--- config.mk ---
export PLATFORM = sky130hd
export DESIGN_NAME = pea_firing_ctrl
export DESIGN_NICKNAME = d
export VERILOG_FILES = /design/src/rtl/pea_pkg.sv /design/src/rtl/pea_fire_rule.sv /design/src/rtl/pea_firing_ctrl.sv
export SDC_FILE = /design/constraint.sdc
export NUM_CORES = 1
export LEC_CHECK = 0
export ABC_CLOCK_PERIOD_IN_PS = 2200
export BUFFER_PORTS_ARGS = -buffer_cell sky130_fd_sc_hd__buf_2
export CORE_AREA = 4 4 79 81
export CTS_CLUSTER_DIAMETER = 200
export CTS_CLUSTER_SIZE = 24
export DETAILED_ROUTE_END_ITERATION = 16
export DIE_AREA = 0 0 83 85
export MAX_ROUTING_LAYER = met4
export PLACE_DENSITY = 0.84
export SLEW_MARGIN = 0
export SYNTH_ARGS = -nofsm -noshare
export SYNTH_HDL_FRONTEND = slang
export SYNTH_SLANG_ARGS = --single-unit
--- constraint.sdc ---
create_clock -name clk -period 2.2 [get_ports clk]
set_input_delay 0 -clock clk [delete_from_list [all_inputs] [get_ports clk]]
set_output_delay 0 -clock clk [all_outputs]
set_load 0.05 [all_outputs]
--- src/rtl/pea_pkg.sv ---
// -----------------------------------------------------------------------------
// pea_pkg
//   Shared definitions for the polynomial evaluation actor (PEA) firing
//   controller. It holds the opcode values, the next-mode encoding, the field
//   offsets inside a command token, the controller FSM state encoding, and a
//   ceiling-log2 helper that sizes the FIFO count ports.
// -----------------------------------------------------------------------------
package pea_pkg;

  // Opcodes carried in the low byte of a command token.
  localparam logic [7:0] MODE_STP = 8'd0;
  localparam logic [7:0] MODE_EVP = 8'd1;
  localparam logic [7:0] MODE_EVB = 8'd2;
  localparam logic [7:0] MODE_RST = 8'd3;

  // Mode advertised to the surrounding scheduler.
  typedef enum logic [1:0] {
    SETUP_INSTR = 2'b00,
    INSTR       = 2'b01
  } next_mode_t;

  // Command token layout: [15:13] arg1, [12:8] arg2, [7:0] mode.
  localparam int MODE_LSB = 0;
  localparam int MODE_W   = 8;
  localparam int ARG2_LSB = 8;
  localparam int ARG2_W   = 5;
  localparam int ARG1_LSB = 13;
  localparam int ARG1_W   = 3;

  // Controller FSM states. The encoding is visible on the state_dbg port.
  typedef enum logic [2:0] {
    ST_IDLE    = 3'd0,
    ST_FETCH   = 3'd1,
    ST_DECODE  = 3'd2,
    ST_WAIT_EN = 3'd3,
    ST_EXEC    = 3'd4
  } state_t;

  // Ceiling log2. A depth of 1024 gives 10.
  function automatic int log2(input int value);
    int result;
    int rem;
    result = 0;
    rem    = value - 1;
    while (rem > 0) begin
      result = result + 1;
      rem    = rem >> 1;
    end
    return result;
  endfunction

endpackage

--- src/rtl/pea_fire_rule.sv ---
// -----------------------------------------------------------------------------
// pea_fire_rule
//   Combinational firing-rule check for one PEA firing. Given the decoded mode
//   and arg2, it reports whether the data FIFO holds enough tokens and whether
//   the result and status FIFOs have enough free space.
//   All comparisons are done in count_w+1 bits, so arg2+1 cannot overflow.
// Ports
//   mode               in   8        decoded opcode (STP/EVP/EVB/RST)
//   arg2               in   5        degree/count field, zero-extended
//   data_pop           in   count_w  tokens in data FIFO
//   result_free_space  in   count_w  free slots in result FIFO
//   status_free_space  in   count_w  free slots in status FIFO
//   ok                 out  1        firing rule satisfied (0 for unknown modes)
// -----------------------------------------------------------------------------
module pea_fire_rule
  import pea_pkg::*;
#(
  parameter int count_w = 10
) (
  input  logic [7:0]         mode,
  input  logic [4:0]         arg2,
  input  logic [count_w-1:0] data_pop,
  input  logic [count_w-1:0] result_free_space,
  input  logic [count_w-1:0] status_free_space,
  output logic               ok
);

  localparam logic [count_w:0] one = {{count_w{1'b0}}, 1'b1};

  logic [count_w:0] need;
  logic [count_w:0] need_plus1;
  logic [count_w:0] dp;
  logic [count_w:0] rf;
  logic [count_w:0] sf;

  always_comb begin
    need       = {{(count_w - 4){1'b0}}, arg2};
    need_plus1 = need + one;
    dp         = {1'b0, data_pop};
    rf         = {1'b0, result_free_space};
    sf         = {1'b0, status_free_space};
    ok         = 1'b0;
    case (mode)
      // STP consumes arg2+1 data tokens and emits one result and one status.
      MODE_STP: ok = (dp >= need_plus1) && (rf >= one) && (sf >= one);
      // EVP consumes one data token and emits arg2 results and statuses.
      MODE_EVP: ok = (dp >= one) && (rf >= need) && (sf >= need);
      // EVB is a batch: arg2 tokens in, arg2 results and statuses out.
      MODE_EVB: ok = (dp >= need) && (rf >= need) && (sf >= need);
      MODE_RST: ok = 1'b1;
      default:  ok = 1'b0;
    endcase
  end

endmodule

--- src/rtl/pea_firing_ctrl.sv ---
// -----------------------------------------------------------------------------
// pea_firing_ctrl
//   Firing controller for the polynomial evaluation actor. It pops one command
//   token, decodes it into mode/arg1/arg2, and waits until the FIFO counts
//   satisfy the firing rule for that mode. It then issues one exec_start to the
//   datapath and waits for exec_done.
// Ports
//   clk, rst            clock (rising edge), async active-high reset
//   command_pop         in   count_w    tokens in command FIFO
//   data_pop            in   count_w    tokens in data FIFO
//   result_free_space   in   count_w    free slots in result FIFO
//   status_free_space   in   count_w    free slots in status FIFO
//   cmd_data            in   word_size  command FIFO head
//   cmd_rd_en           out  1          one-cycle command FIFO pop
//   next_mode_out       out  2          SETUP_INSTR / INSTR
//   mode_out            out  8          decoded opcode
//   arg1_out            out  3          coefficient-set id
//   arg2_out            out  5          degree/count
//   exec_start          out  1          one-cycle datapath start pulse
//   exec_done           in   1          datapath finished (sampled in EXEC only)
//   busy                out  1          high whenever the FSM is not IDLE
//   err_opcode          out  1          one-cycle pulse on an illegal token
//   fire_count          out  16         completed firings, wraps to 0
//   fc_load             in   1          load fire_count from fc_load_value
//   fc_load_value       in   16         preload value for fire_count
//   state_dbg           out  3          current FSM state (state_t encoding)
//
// Handshakes
//   Command FIFO: cmd_rd_en is high for exactly one cycle (the FETCH cycle).
//   The FIFO presents the popped token on cmd_data in the following cycle
//   (DECODE), and the token fields are registered at the end of that cycle.
//   Datapath: exec_start is high for exactly one cycle, the first EXEC cycle.
//   From the next cycle on, exec_done high for any cycle ends the firing.
//   exec_done is ignored in every other cycle and state.
//   All control outputs come from registers. busy and state_dbg are decoded
//   directly from the state register.
// -----------------------------------------------------------------------------
module pea_firing_ctrl
  import pea_pkg::*;
#(
  parameter int word_size   = 16,
  parameter int buffer_size = 1024,
  parameter int count_w     = log2(buffer_size)
) (
  input  logic                 clk,
  input  logic                 rst,
  input  logic [count_w-1:0]   command_pop,
  input  logic [count_w-1:0]   data_pop,
  input  logic [count_w-1:0]   result_free_space,
  input  logic [count_w-1:0]   status_free_space,
  input  logic [word_size-1:0] cmd_data,
  output logic                 cmd_rd_en,
  output logic [1:0]           next_mode_out,
  output logic [7:0]           mode_out,
  output logic [2:0]           arg1_out,
  output logic [4:0]           arg2_out,
  output logic                 exec_start,
  input  logic                 exec_done,
  output logic                 busy,
  output logic                 err_opcode,
  output logic [15:0]          fire_count,
  input  logic                 fc_load,
  input  logic [15:0]          fc_load_value,
  output logic [2:0]           state_dbg
);

  state_t     state_q, state_d;
  next_mode_t next_mode_q, next_mode_d;
  logic       cmd_rd_en_q, cmd_rd_en_d;
  logic       exec_start_q, exec_start_d;
  logic       err_opcode_q, err_opcode_d;
  logic [7:0] mode_q, mode_d;
  logic [2:0] arg1_q, arg1_d;
  logic [4:0] arg2_q, arg2_d;
  logic [15:0] fire_count_q, fire_count_d;

  logic [7:0] tok_mode;
  logic [2:0] tok_arg1;
  logic [4:0] tok_arg2;
  logic       tok_illegal;
  logic       rule_ok;

  assign tok_mode = cmd_data[MODE_LSB +: MODE_W];
  assign tok_arg2 = cmd_data[ARG2_LSB +: ARG2_W];
  assign tok_arg1 = cmd_data[ARG1_LSB +: ARG1_W];

  // An unknown opcode is illegal. EVP and EVB also need a nonzero count,
  // because a firing with zero outputs would never make progress.
  assign tok_illegal = (tok_mode > MODE_RST) ||
                       (((tok_mode == MODE_EVP) || (tok_mode == MODE_EVB)) &&
                        (tok_arg2 == 5'd0));

  // The rule is checked against the registered mode/args, which stay stable
  // from WAIT_EN to the end of EXEC.
  pea_fire_rule #(
    .count_w (count_w)
  ) u_fire_rule (
    .mode              (mode_q),
    .arg2              (arg2_q),
    .data_pop          (data_pop),
    .result_free_space (result_free_space),
    .status_free_space (status_free_space),
    .ok                (rule_ok)
  );

  always_comb begin
    state_d      = state_q;
    next_mode_d  = next_mode_q;
    cmd_rd_en_d  = 1'b0;
    exec_start_d = 1'b0;
    err_opcode_d = 1'b0;
    mode_d       = mode_q;
    arg1_d       = arg1_q;
    arg2_d       = arg2_q;
    fire_count_d = fire_count_q;

    case (state_q)
      ST_IDLE: begin
        next_mode_d = SETUP_INSTR;
        if (command_pop != '0) begin
          cmd_rd_en_d = 1'b1;
          state_d     = ST_FETCH;
        end
      end

      // The pop is on the FIFO interface this cycle; the token arrives next.
      ST_FETCH: begin
        state_d = ST_DECODE;
      end

      // cmd_data holds the token now: register its fields and judge it.
      ST_DECODE: begin
        mode_d = tok_mode;
        arg1_d = tok_arg1;
        arg2_d = tok_arg2;
        if (tok_illegal) begin
          err_opcode_d = 1'b1;
          state_d      = ST_IDLE;
        end else begin
          next_mode_d = INSTR;
          state_d     = ST_WAIT_EN;
        end
      end

      // There is no timeout: the controller waits here as long as the rule fails.
      ST_WAIT_EN: begin
        if (rule_ok) begin
          exec_start_d = 1'b1;
          state_d      = ST_EXEC;
        end
      end

      // exec_start_q is high only in the first EXEC cycle, so it also masks
      // an exec_done that arrives together with the start pulse.
      ST_EXEC: begin
        if (exec_done && !exec_start_q) begin
          fire_count_d = fire_count_q + 16'd1;
          next_mode_d  = SETUP_INSTR;
          state_d      = ST_IDLE;
        end
      end

      default: begin
        state_d = ST_IDLE;
      end
    endcase

    if (fc_load) begin
      fire_count_d = fc_load_value;
    end
  end

  always_ff @(posedge clk or posedge rst) begin
    if (rst) begin
      state_q      <= ST_IDLE;
      next_mode_q  <= SETUP_INSTR;
      cmd_rd_en_q  <= 1'b0;
      exec_start_q <= 1'b0;
      err_opcode_q <= 1'b0;
      mode_q       <= 8'd0;
      arg1_q       <= 3'd0;
      arg2_q       <= 5'd0;
      fire_count_q <= 16'd0;
    end else begin
      state_q      <= state_d;
      next_mode_q  <= next_mode_d;
      cmd_rd_en_q  <= cmd_rd_en_d;
      exec_start_q <= exec_start_d;
      err_opcode_q <= err_opcode_d;
      mode_q       <= mode_d;
      arg1_q       <= arg1_d;
      arg2_q       <= arg2_d;
      fire_count_q <= fire_count_d;
    end
  end

  assign cmd_rd_en     = cmd_rd_en_q;
  assign exec_start    = exec_start_q;
  assign err_opcode    = err_opcode_q;
  assign next_mode_out = next_mode_q;
  assign mode_out      = mode_q;
  assign arg1_out      = arg1_q;
  assign arg2_out      = arg2_q;
  assign fire_count    = fire_count_q;
  assign busy          = (state_q != ST_IDLE);
  assign state_dbg     = state_q;

endmodule
### After elaboration in Yosys (flattened, before gate mapping)

Cells that the tools add are included.

* input bits: 76
* output and inout bits: 41
* flip-flop bits (word level): 40
* logic and storage cells: 72

* muxes and demuxes: 18
* magnitude comparators: 8
* add/subtract/negate cells: 2
* reductions and logical operators: 22
* eq/ne operators: 13

Operators with widths (number)
* $mux W16: 3
* $ge A10 B1 Y1 const B: 3
* $ge A10 B5 Y1: 3
* $eq A8 B2 Y1 const B: 3
* $add A16 B1 Y16 const B: 1
* $eq A8 B1 Y1 const B: 2
* $pmux W3 S5: 1
* $ge A10 B11 Y1: 1
* $reduce_bool A10 Y1: 1
* $mux W3: 3
* $gt A8 B2 Y1 const B: 1
* $logic_and A1 B1 Y1: 8
* $logic_not A8 Y1: 1
* $ne A2 B2 Y1 const B: 4
* $add A5 B1 Y6 const B: 1
* $eq A3 B2 Y1 const B: 2
* $mux W1: 6
* $mux W2: 3
* $pmux W2 S3: 1
* $reduce_and A3 Y1: 2
* $reduce_bool A3 Y1: 2
* $logic_not A5 Y1: 1
* $pmux W1 S4: 1
* $reduce_bool A2 Y1: 2
* 6 further kinds: 7

### Depth between registers and ports, before layout

* depth after elaboration: 7
* mapped depth: 9
* gate-level depth less buffers: 9

### Modules after synthesis

A second synthesis with hierarchy kept.

* cell total of the unflattened synthesis: 269
* area total of the unflattened synthesis: 2598.7 µm²

Modules (own cells, without submodules)
* pea_firing_ctrl: area each 1929.4 µm², seq. area each 975.9 µm², cells each 181, times used 1
* pea_fire_rule: area each 669.4 µm², seq. area each 0.0 µm², cells each 88, times used 1

### Worst setup path before layout

No wires, ideal clock.

* path type: register to register
* from: reg arg2_q[2] (netlist: arg2_out[2])
* to: reg state_q[1] (netlist: state_dbg[1])
* arrival: 2253 ps
* stages on the path, launching flop included: 10
* path slack: -139 ps
* data required time: 2113 ps
* path buffers: 0
* cells stage by stage: dfrtp_1 -> inv_1 -> nor3_1 -> nand3_1 -> ha_1 -> a211o_1 -> nor3_1 -> o21a_1 -> nor3_1 -> a211oi_2

* cells in the longest elaborated chain, start to end: 7
* elaborated cells on any way between the ends: 14
* classes of those cells: 1 x add/sub; 4 x order compare; 1 x eq/ne; 1 x mux; 7 x reduce/logical

Ends and longest elaborated chain
* from (decl): RTL line pea_firing_ctrl.sv:74 `logic [4:0] arg2_q, arg2_d;`
* from (signal assigned): RTL line pea_firing_ctrl.sv:192 `arg2_q <= arg2_d;`
* $add A5 B1 Y6: RTL line pea_fire_rule.sv:38 `need_plus1 = need + one;`
* $ge A10 B11 Y1: RTL line pea_fire_rule.sv:45 `MODE_STP: ok = (dp >= need_plus1) && (rf >= one) && (sf >= one);`
* $logic_and A1 B1 Y1 (2 in series): RTL line pea_fire_rule.sv:45
* $pmux W1 S4 (*): RTL line pea_fire_rule.sv:43 `case (mode)`
* $ne A2 B2 Y1 (no line) (*)
* $reduce_and A3 Y1 (no line) (*)
* to (signal assigned): RTL line pea_firing_ctrl.sv:185 `state_q <= state_d;`
* to (decl): RTL line pea_firing_ctrl.sv:67 `state_t state_q, state_d;`

Every way passes the cells marked *; elsewhere a longest branch is shown, timed or not.
A chain may end at the register's enable or synchronous reset.

### Worst setup path after layout

* from: reg arg2_q[0] (netlist: arg2_out[0])
* to: reg exec_start_q (netlist: exec_start)

* cells in the longest elaborated chain, start to end: 7
* elaborated cells on any way between the ends: 14
* classes of those cells: 1 x add/sub; 4 x order compare; 3 x mux; 6 x reduce/logical

Ends and longest elaborated chain
* $add A5 B1 Y6: RTL line pea_fire_rule.sv:38
* $ge A10 B11 Y1: RTL line pea_fire_rule.sv:45
* $logic_and A1 B1 Y1 (2 in series): RTL line pea_fire_rule.sv:45
* $pmux W1 S4 (*): RTL line pea_fire_rule.sv:43
* $mux W1 (*): RTL line pea_firing_ctrl.sv:147 `if (rule_ok) begin`
* $mux W1 (*): RTL line pea_firing_ctrl.sv:117 `case (state_q)`
* net exec_start_d: RTL line pea_firing_ctrl.sv:70 `logic exec_start_q, exec_start_d;`
* to (signal assigned): RTL line pea_firing_ctrl.sv:188 `exec_start_q <= exec_start_d;`
* to (decl): RTL line pea_firing_ctrl.sv:70

Mark *: on every way through the listed nets, which the timed path passes. The rest lies on a longest branch.

==> flow_summary.toml <==
[critical_path]
critPathLaunchType = "flop"
cp_num_buf_inv = 0
cp.arrival_ns = 2.31
crit_slowest_cell = "a2111oi_0"
cp_top_family = "compound AO/OA/AOI/OAI gates"
reg2reg_slack_ns = 0.07
end_kind = "flop"
cp_max_fo = 8
path_cells = "ha_1 > nand2b_1 > a2111oi_0 > o221ai_1 > o31ai_2 > or2_1 > nor3_1"
cpPeakStageDelay_ns = 0.52
criticalPathCategory = "reg -> reg"
cp.required_ns = 2.37

[cts]
root_buffer = "clkbuf_8"
cts_htree_levels = 2
numCtsBuffers = 5
post_cts_buffers = 0
clkLatencyLatePin_ns = 0.29
clkTransAtPathRegs_ns = 0.09
ctsLongestPathBuffers = 2
clkSinkCount = 39
cts_tree = "yes"

[synth]
synth_top_area_share_pct = 38.8
synth_top_area_cell = "dfrtp_1"
synth_top_family_by_area = "simple AND/OR/NAND/NOR gates"
yosys_warnings = 0
synthSimpleGateAreaFrac_pct = 20.9
synth_fa_ha_area_share_pct = 11.4
synthTopCellsByCount = "39 x dfrtp_1, 27 x nand2_1, 23 x ha_1"
synthDistinctLibCells = 47
synth_area_leaders = "dfrtp_1 39%, ha_1 11%, mux2_2 4.0%"
synth_ff_type = "dfrtp_1"
muxShareOfSynthArea_pct = 5.32
netlist_instances = 263
synth_edf_count = 0
synth_nets = 362
yosysMostFrequentCell = "dfrtp_1"
synth_area_per_cell_sq_um = 9.57
synth-compound-area-share_pct = 12.8
synth_area_sq_um = 2520
async_flop_share_pct = 100
yosysSeqAreaShare_pct = 38.8
synth-seq-cells = 39
synth-xor-area-share_pct = 6.61

[run_status]
status = "finished, final reports clean"

[detailed_routing]
routed_via_density = 5.32
totalWireLength_mm = 7.35
wl_per_cell_um = 15.1
antenna_left = 0
via_count = 2590
drcViolationCount = 0
drt_iter0_markers = 150
dr.pass1.iters = 6

[floorplan]
pin_count = 117
die_h_um = 85
core-area_sq_um = 5470
die_area_sq_um = 7060
rows = 27
start_util_pct = 46.0
fp.dieW_um = 83

[hold_path]
hp-class = "in -> reg"

[layout]
final_layout_size_suffix_gt1_share_pct = 36.6
filler_cell_count = 458
fin_nets = 513
num_antenna_cells = 0
area_delta_synth_final_pct = 45.4
fin_util_pct = 66.9

[timing]
clock.fmax_ghz = 0.469
drv_slew = 0
finClkSkew_ns = 0.00861
tightest_slew_ns = 0.624
grt_setup_unrepaired = "true"
relSlewSlack_pct = 58.1
setup_viol = 0
timing.final.ws_setup_ns = 0.0674
fin_crit_sh_pct = 96.9
period_needed_ns = 2.13
finalHoldViolations = 0
fin_worst_hold_slack_ns = 0.0512

[power]
power_density_nw_per_um2 = 1140
leakagePower_nw = 1.72
ir_drop_mv = 1.13

[global_route]
grt_pass1_vias = 2600
grt_usage_pct = 21.8
grt_pass1_wl_mm = 12.2
grt_max_degree = 40
antenna_found_initial = 0
overflow = 0

[placement]
dp_hpwl_mm = 5.37
port_buffers = 115
dp_slack_ns = 0.0841
gp_congestion = 0.935

[job]
drv_cap = 0
worst register-to-register path, delay by kind of cell (launching register included):
kind,cells,cell delay [ns]
flip-flops,1,0.47
AO/OA/AOI/OAI,3,0.86
adder cells (fa/ha/maj),1,0.28
AND/OR/NAND/NOR,3,0.40
final cells by class:
cell class                 instances  area (sq um)  area share (%)
sequential                        39           981            26.8
clock inverter                     2          60.1            1.64
timing repair buffer             152           936            25.6
clock buffer                       6          72.6            1.98
tap                               72          90.1            2.46
inverter                          17          63.8            1.74
multi-input combinational        199          1460            39.8
logic make-up after synthesis:
kind of cell | after synthesis
compound gates | 51
xor+xnor | 19
fa+ha+maj | 23
buf+inv | 25
flops | 39
mux | 12
other cells | 1
simple gates | 93
routing by layer:
metal,up-vias,global-route usage [%],wire length (um)
met2,108,38.0,3790
li1,1246,-,-
met5,-,-,0
met4,0,9.51,244
met1,1214,23.9,2870
met3,22,4.76,449
sequential cells by signal, summed over array words and instances (netlist names):
name and flops:
arg1_out 3, arg2_out 5, cmd_rd_en 1, err_opcode 1
exec_start 1, fire_count 16, mode_out 8, next_mode_out 1
state_dbg 3
path summary, 6_finish.rpt:
kind,from,endpoint,cells past startpoint
worst max-delay path,arg2_out[0],exec_start,7
worst min-delay path,command_pop[4],cmd_rd_en,3
worst max register to register,arg2_out[0],exec_start,7
worst min register to register,arg1_out[1],arg1_out[1],1
max in group asynchronous,rst,arg2_out[0],4
min in group asynchronous,rst,fire_count[9],4
report_power, final:
group	switching [mW]	internal, mW
clock network	0.263	0.454
logic	1.54	0.744
registers	0.217	0.945
through the flow:
step / std cells / area [sq um] / setup TNS (ns) / power, mW
global route: 487 / 3660 / -0.0407 / 4.43
detailed placement: 446 / 3180 / 0 / 3.40
floorplan: 263 / 2520 / 0 / 2.79
finish: 487 / 3660 / 0 / 4.17
global placement: 446 / 3180 / 0 / 3.31
CTS: 487 / 3640 / 0 / 4.17
layout by cell type, fill, tap and decap left out, drive strengths merged, types with 2 or more instances in the layout:
cell,n
buf,119
dfrtp,39
dlygate4sd3,33
nand2,28
o21ai,24
ha,23
inv,17
nor2,13
mux2,11
xnor2,10
nand3,10
nor3,10
xor2,9
nor4,8
a21oi,6
or4,6
clkbuf,6
nand4,4
a31oi,4
nor2b,4
nand2b,3
o21a,3
a2111oi,2
o221ai,2
o31ai,2
a211o,2
o211ai,2
o2111ai,2
bufinv,2
nor4b,2
what timing repair did:
item / 4_1_cts / 5_1_grt
endpoints found under the hold margin: 71 / 0
hold buffers: 33 / 0
endpoints found under the setup margin: 0 / 4
resized for setup: 0 / 3
Note: power is estimated with default switching activity, not from simulation.
